`config.mk`:
```
export PLATFORM = sky130hd
export DESIGN_NAME = line_fifo
export DESIGN_NICKNAME = d
export VERILOG_FILES = /design/src/rtl/bad_apple_pkg.sv /design/src/rtl/fifo_mem_2p.sv /design/src/rtl/line_fifo.sv
export SDC_FILE = /design/constraint.sdc
export NUM_CORES = 1
export LEC_CHECK = 0
export BUFFER_PORTS_ARGS = -buffer_cell sky130_fd_sc_hd__buf_4
export CAP_MARGIN = 10
export CORE_MARGIN = 2
export CORE_UTILIZATION = 35
export CTS_BUF_LIST = sky130_fd_sc_hd__clkbuf_16
export CTS_CLUSTER_DIAMETER = 150
export DETAILED_ROUTE_END_ITERATION = 8
export SYNTH_ARGS = -nofsm -noshare
export SYNTH_HDL_FRONTEND = slang
export SYNTH_HIERARCHICAL = 1
export SYNTH_SLANG_ARGS = --single-unit
```
`constraint.sdc`:
```
create_clock -name CLK_40 -period 6.16 [get_ports CLK_40]
set_clock_uncertainty 0.05 [all_clocks]
set_input_delay 1.232 -clock CLK_40 [delete_from_list [all_inputs] [get_ports CLK_40]]
set_output_delay 1.232 -clock CLK_40 [all_outputs]
set_load 0.01 [all_outputs]
```
`src/rtl/bad_apple_pkg.sv`:
```
// Shared definitions for the bad_apple capture path.
//   FIFO_DEFAULT_DEPTH : default FIFO entry count
//   cnt_w()            : pointer / occupancy width for a given depth
//   fifo_mode_t        : read mode selector, used to drive a FIFO's FWFT parameter
package bad_apple_pkg;

   localparam int FIFO_DEFAULT_DEPTH = 128;

   // One extra bit over the index width so 0..depth is representable.
   function automatic int cnt_w(input int depth);
      return $clog2(depth) + 1;
   endfunction

   typedef enum logic {
      FIFO_REG_READ = 1'b0,
      FIFO_FWFT     = 1'b1
   } fifo_mode_t;

endpackage

```
`src/rtl/fifo_mem_2p.sv`:
```
// Simple dual-port register array: one write port, one read port.
//   clk   : write clock (and read clock when REG_RD=1)
//   we    : write enable; waddr/wdata written on the rising edge
//   re    : read enable (REG_RD=1 only); loads rdata from raddr
//   raddr : read address
//   rdata : REG_RD=0 -> mem[raddr] combinationally; REG_RD=1 -> registered
// Storage is not reset so FWFT=0 configurations can map to block RAM.
module fifo_mem_2p #(
   parameter int DWIDTH = 8,
   parameter int DEPTH  = 128,
   parameter int REG_RD = 1
) (
   input  logic                     clk,
   input  logic                     we,
   input  logic [$clog2(DEPTH)-1:0] waddr,
   input  logic [DWIDTH-1:0]        wdata,
   input  logic                     re,
   input  logic [$clog2(DEPTH)-1:0] raddr,
   output logic [DWIDTH-1:0]        rdata
);

   logic [DWIDTH-1:0] mem_q [DEPTH];

   always_ff @(posedge clk) begin
      if (we) mem_q[waddr] <= wdata;
   end

   if (REG_RD != 0) begin : g_reg_rd
      logic [DWIDTH-1:0] rdata_q;
      always_ff @(posedge clk) begin
         if (re) rdata_q <= mem_q[raddr];
      end
      assign rdata = rdata_q;
   end else begin : g_comb_rd
      logic unused_re;
      assign unused_re = re;
      assign rdata     = mem_q[raddr];
   end

endmodule

```
`src/rtl/line_fifo.sv`:
```
// Single-clock FIFO between SPI capture and the frame writer (CLK_40 domain).
//   CLK_40, reset_n : clock, async active-low reset
//   clr             : synchronous flush; empties FIFO, clears sticky errors
//   wr_en/din       : push (dropped when full)
//   rd_en           : pop (ignored when empty); in FWFT mode acknowledges dout
//   dout/dout_valid : read data; registered (1-cycle) or fall-through per FWFT
//   count           : occupancy 0..DEPTH
//   empty/full/almost_empty/almost_full : status from registered pointers
//   overflow/underflow : sticky push-while-full / pop-while-empty
module line_fifo
   import bad_apple_pkg::*;
#(
   parameter int DWIDTH    = 8,
   parameter int DEPTH     = FIFO_DEFAULT_DEPTH,
   parameter int AF_THRESH = DEPTH - 4,
   parameter int AE_THRESH = 4,
   parameter int FWFT      = int'(FIFO_REG_READ)
) (
   input  logic                      CLK_40,
   input  logic                      reset_n,
   input  logic                      clr,
   input  logic                      wr_en,
   input  logic [DWIDTH-1:0]         din,
   input  logic                      rd_en,
   output logic [DWIDTH-1:0]         dout,
   output logic                      dout_valid,
   output logic [cnt_w(DEPTH)-1:0]   count,
   output logic                      empty,
   output logic                      full,
   output logic                      almost_empty,
   output logic                      almost_full,
   output logic                      overflow,
   output logic                      underflow
);

   localparam int PTR_W = cnt_w(DEPTH);
   localparam int AW    = PTR_W - 1;
   localparam logic [PTR_W-1:0] AF_L = PTR_W'(AF_THRESH);
   localparam logic [PTR_W-1:0] AE_L = PTR_W'(AE_THRESH);

   if ((DEPTH & (DEPTH - 1)) != 0 || DEPTH < 4) begin : g_bad_depth
      $error("line_fifo: DEPTH must be a power of 2 and >= 4");
   end
   if (!(AE_THRESH < AF_THRESH && AF_THRESH <= DEPTH)) begin : g_bad_thresh
      $error("line_fifo: need AE_THRESH < AF_THRESH <= DEPTH");
   end

   logic [PTR_W-1:0] wr_ptr_q, wr_ptr_d, rd_ptr_q, rd_ptr_d;
   logic             ovf_q, ovf_d, unf_q, unf_d;
   logic             push, pop;
   logic [DWIDTH-1:0] rdata;

   // MSB is the wrap bit: equal pointers = empty, same index with
   // opposite wrap = full, so all DEPTH entries are usable.
   assign empty = (wr_ptr_q == rd_ptr_q);
   assign full  = (wr_ptr_q[AW-1:0] == rd_ptr_q[AW-1:0]) &&
                  (wr_ptr_q[AW] != rd_ptr_q[AW]);
   // Modular difference is exact because occupancy never exceeds DEPTH.
   assign count        = wr_ptr_q - rd_ptr_q;
   assign almost_full  = (count >= AF_L);
   assign almost_empty = (count <= AE_L);
   assign overflow     = ovf_q;
   assign underflow    = unf_q;

   assign push = wr_en && !full  && !clr;
   assign pop  = rd_en && !empty && !clr;

   always_comb begin
      wr_ptr_d = wr_ptr_q;
      rd_ptr_d = rd_ptr_q;
      ovf_d    = ovf_q;
      unf_d    = unf_q;
      if (clr) begin
         wr_ptr_d = '0;
         rd_ptr_d = '0;
         ovf_d    = 1'b0;
         unf_d    = 1'b0;
      end else begin
         if (push) wr_ptr_d = wr_ptr_q + 1'b1;
         if (pop)  rd_ptr_d = rd_ptr_q + 1'b1;
         if (wr_en && full)  ovf_d = 1'b1;
         if (rd_en && empty) unf_d = 1'b1;
      end
   end

   always_ff @(posedge CLK_40 or negedge reset_n) begin
      if (!reset_n) begin
         wr_ptr_q <= '0;
         rd_ptr_q <= '0;
         ovf_q    <= 1'b0;
         unf_q    <= 1'b0;
      end else begin
         wr_ptr_q <= wr_ptr_d;
         rd_ptr_q <= rd_ptr_d;
         ovf_q    <= ovf_d;
         unf_q    <= unf_d;
      end
   end

   fifo_mem_2p #(
      .DWIDTH (DWIDTH),
      .DEPTH  (DEPTH),
      .REG_RD ((FWFT == 0) ? 1 : 0)
   ) u_mem (
      .clk   (CLK_40),
      .we    (push),
      .waddr (wr_ptr_q[AW-1:0]),
      .wdata (din),
      .re    (pop),
      .raddr (rd_ptr_q[AW-1:0]),
      .rdata (rdata)
   );

   if (FWFT == 0) begin : g_reg_read
      // The RAM output register has no reset; rd_seen masks it to zero
      // until the first pop after reset so dout still resets to 0.
      logic dv_q, dv_d, rd_seen_q, rd_seen_d;

      always_comb begin
         dv_d      = pop;
         rd_seen_d = rd_seen_q | pop;
      end

      always_ff @(posedge CLK_40 or negedge reset_n) begin
         if (!reset_n) begin
            dv_q      <= 1'b0;
            rd_seen_q <= 1'b0;
         end else begin
            dv_q      <= dv_d;
            rd_seen_q <= rd_seen_d;
         end
      end

      assign dout       = rd_seen_q ? rdata : '0;
      assign dout_valid = dv_q;
   end else begin : g_fwft
      // Head word falls through; forced to zero while empty so stale
      // array contents never show on dout.
      assign dout       = empty ? '0 : rdata;
      assign dout_valid = !empty;
   end

endmodule

```
==> flow_metrics.py <==
metrics = {
    "sta": {
        "finalHoldViolCount": 0,
        "finalCritPeriodShare": 0.779,
        "rsz0062_at_grt": "no",
        "fmax_ghz": 0.208,
        "tightest_slew_ps": 1230,
        "period_needed_ps": 4800,
        "relSlewSlack": 0.174,
        "setup_viol": 0,
        "drv_slew": 0,
        "setup-tns-final_ps": 0,
    },
    "cts": {
        "numClockSinks": 1052,
        "post-cts-setup-buffers": 0,
        "cts.htree.levels": 3,
        "clk_transition_reported_paths_ps": 60,
        "cts_tree": "done",
        "worstSkewPairLatency_ps": 670,
        "cts_resized": 0,
        "root_buffer": "clkbuf_16",
        "cts-buffers-inserted": 98,
        "ctsHoldBuffers": 0,
        "clockBufferDepth": 3,
    },
    "logic_synthesis": {
        "synthDistinctLibCells": 45,
        "synthesis.area_um2": 41200,
        "synth_flop_cell": "edfxtp_1",
        "synthTopCellsByArea": "edfxtp_1, mux4_2, nor2_1, dfrtp_1, clkbuf_1",
        "synth_edf_count": 1032,
        "syn-num-nets": 1814,
        "ys_warn_count": 6,
        "synth.top_cell.area_share": 0.752,
        "synth_seq_cells": 1052,
        "yosysTopAreaCell": "edfxtp_1",
        "ys_seq_area_frac": 0.765,
        "async_reset_ff_frac": 0.0190,
        "synth.avg_cell_area_um2": 23.0,
        "postSynthCellCount": 1791,
    },
    "grt": {
        "grt_pass1_vias": 19155,
        "antenna_found_initial": 3,
        "grt_max_degree": 118,
        "grt_pass1_wl_um": 139000,
        "grt_use_total": 0.158,
        "gr-total-overflow": 0,
    },
    "finish": {
        "num-fill-cells": 10018,
        "drive_above_1_share": 0.303,
        "utilization": 0.400,
        "area_growth_pct": 13.2,
        "final_common_cell": "edfxtp_1",
        "final_area_um2": 46600,
        "fin_nets": 1908,
        "most-common-layout-cells": "edfxtp_1, mux4_2, nor2_1, clkbuf_16, buf_4",
    },
    "critical_path": {
        "r2r_slack_ps": 1440,
        "end_kind": "primary output",
        "arrival_ps": 3520,
        "worst_setup_path_start_kind": "flip-flop",
        "worstReg2RegEnd": "u_mem/mem_q[125][1]$_DFFE_PP_",
        "worstPathMaxFanout": 31,
        "reg2reg_depth": 7,
        "required_ps": 4880,
        "worstSetupPathType": "flip-flop to primary output",
        "worstReg2RegStart": "wr_ptr_q[0]$_DFFE_PN0P_",
    },
    "placed_design": {
        "hpwl_um": 57800,
        "routabilityCongestion": 0.806,
        "postPlaceCellArea_um2": 43400,
        "placement.io_buffers": 35,
    },
    "detailed_routing": {
        "drtIter0Drc": 1940,
        "vias_per_cell": 5.41,
        "ant_nets": 0,
        "wl_per_cell_um": 27.3,
        "drc_errors": 0,
        "dr.pass1.iters": 6,
        "wirelength_um": 95100,
        "num_vias": 18877,
    },
    "die": {
        "dieArea_um2": 120000,
        "num_rows": 125,
        "core-area_um2": 117000,
        "die_w_um": 347,
        "initial_core_util": 0.354,
        "io_pins": 36,
        "chipHeight_um": 347,
    },
    "pwr": {
        "swShare": 0.221,
        "p_seq_frac": 0.510,
        "p_per_area_nw_per_um2": 333,
        "switchingPower_mw": 3.43,
        "power_frac_comb": 0.102,
        "power_frac_clock": 0.388,
        "p_leak_nw": 13.8,
        "internal_power_mw": 12.1,
        "ir_drop_mv": 0.392,
    },
    "hold_path": {
        "hold_path_class": "primary input to async pin",
    },
    "outcome": {
        "status": "completed",
    },
    "run": {
        "drv_cap": 0,
    },
}
[registers in the layout, summed over array words and instances (netlist names)]
| register | count |
|---|---|
| wr_ptr_q | 8 |
| overflow | 1 |
| rd_ptr_q | 8 |
| u_mem/rdata | 8 |
| g_reg_read.rd_seen_q | 1 |
| u_mem/mem_q | 1024 |
| dout_valid | 1 |
| underflow | 1 |
[per-layer routing]
metal / global-route usage / wire length, um
met3: 0.0237 / 5820
met4: 0.0445 / 1960
met1: 0.215 / 39400
met2: 0.267 / 47900
met5: 0 / 0
[cell type report]
type	count	area, um^2	share of cell area
flip-flops and latches	1052	31500	0.676
multi-input cells	635	9300	0.199
clock buffers	99	2480	0.0531
well taps	1524	1910	0.0409
clock inverters	78	717	0.0154
repair buffers	86	671	0.0144
inverters	12	45.0	0.000966
diodes	1	2.50	0.0000537
[synth_stat cells (2+ instances only)]
| master | count |
|---|---|
| mux4_2 | 336 |
| xor2_1 | 4 |
| nor2_1 | 147 |
| nand2b_1 | 2 |
| nand4_1 | 6 |
| o31a_1 | 2 |
| nand3_1 | 18 |
| nand2_1 | 22 |
| buf_4 | 11 |
| and2_1 | 8 |
| mux2_2 | 8 |
| buf_1 | 18 |
| nor4_2 | 4 |
| clkbuf_1 | 46 |
| nor2b_1 | 8 |
| xnor2_1 | 15 |
| or2_1 | 2 |
| ha_1 | 9 |
| a211oi_1 | 2 |
| dfrtp_1 | 20 |
| o21ai_0 | 3 |
| edfxtp_1 | 1032 |
| o31ai_4 | 2 |
| buf_2 | 16 |
| inv_1 | 12 |
| nor3_1 | 11 |
| or3_1 | 2 |
| a21oi_1 | 8 |
[cell families after synthesis]
logic type,share of synthesized area
flops,0.765
simple gates,0.0263
mux,0.186
fa+ha+maj,0.00322
xor+xnor,0.00483
buf+inv,0.0111
compound gates,0.00407
[worst max-delay path, stage by stage (launching register included)]
cell and delay (ps):
dfrtp_4 850, ha_1 320, inv_1 70, fa_1 410, a21o_1 180, a21oi_1 170
xnor2_1 120, or3b_1 400, nor4_2 150, buf_4 160
[stage by stage]
| stage | instances | worst slack [ps] | power (mW) | hold slack [ps] |
|---|---|---|---|---|
| floorplan | 1791 | 2680 | 9.16 | 470 |
| global placement | 3309 | 1670 | 9.69 | 431 |
| detailed placement | 3309 | 1600 | 9.71 | 453 |
| CTS | 3486 | 1250 | 15.7 | 386 |
| global route | 3486 | 1100 | 16.0 | 406 |
| finish | 3487 | 1360 | 15.5 | 410 |
[power by group through the flow]
stage / registers (mW) / clock network (mW) / logic (mW)
floorplan: 8.04 / 0 / 1.12
global placement: 8.08 / 0 / 1.61
detailed placement: 8.08 / 0 / 1.63
CTS: 7.93 / 6.16 / 1.63
global route: 7.93 / 6.43 / 1.69
finish: 7.93 / 6.03 / 1.59
[worst max-delay path by stage]
stage	cells past startpoint	to	slack [ps]	startpoint
floorplan	9	almost_empty	2680	wr_ptr_q[0]$_DFFE_PN0P_
global placement	6	u_mem/rdata[3]$_DFFE_PP_	1670	rd_ptr_q[2]$_DFFE_PN0P_
detailed placement	7	u_mem/mem_q[125][1]$_DFFE_PP_	1600	wr_ptr_q[0]$_DFFE_PN0P_
CTS	9	almost_empty	1250	rd_ptr_q[0]$_DFFE_PN0P_
global route	9	almost_empty	1100	rd_ptr_q[0]$_DFFE_PN0P_
finish	9	almost_empty	1360	rd_ptr_q[0]$_DFFE_PN0P_
Power figures use the tool's default switching activity.
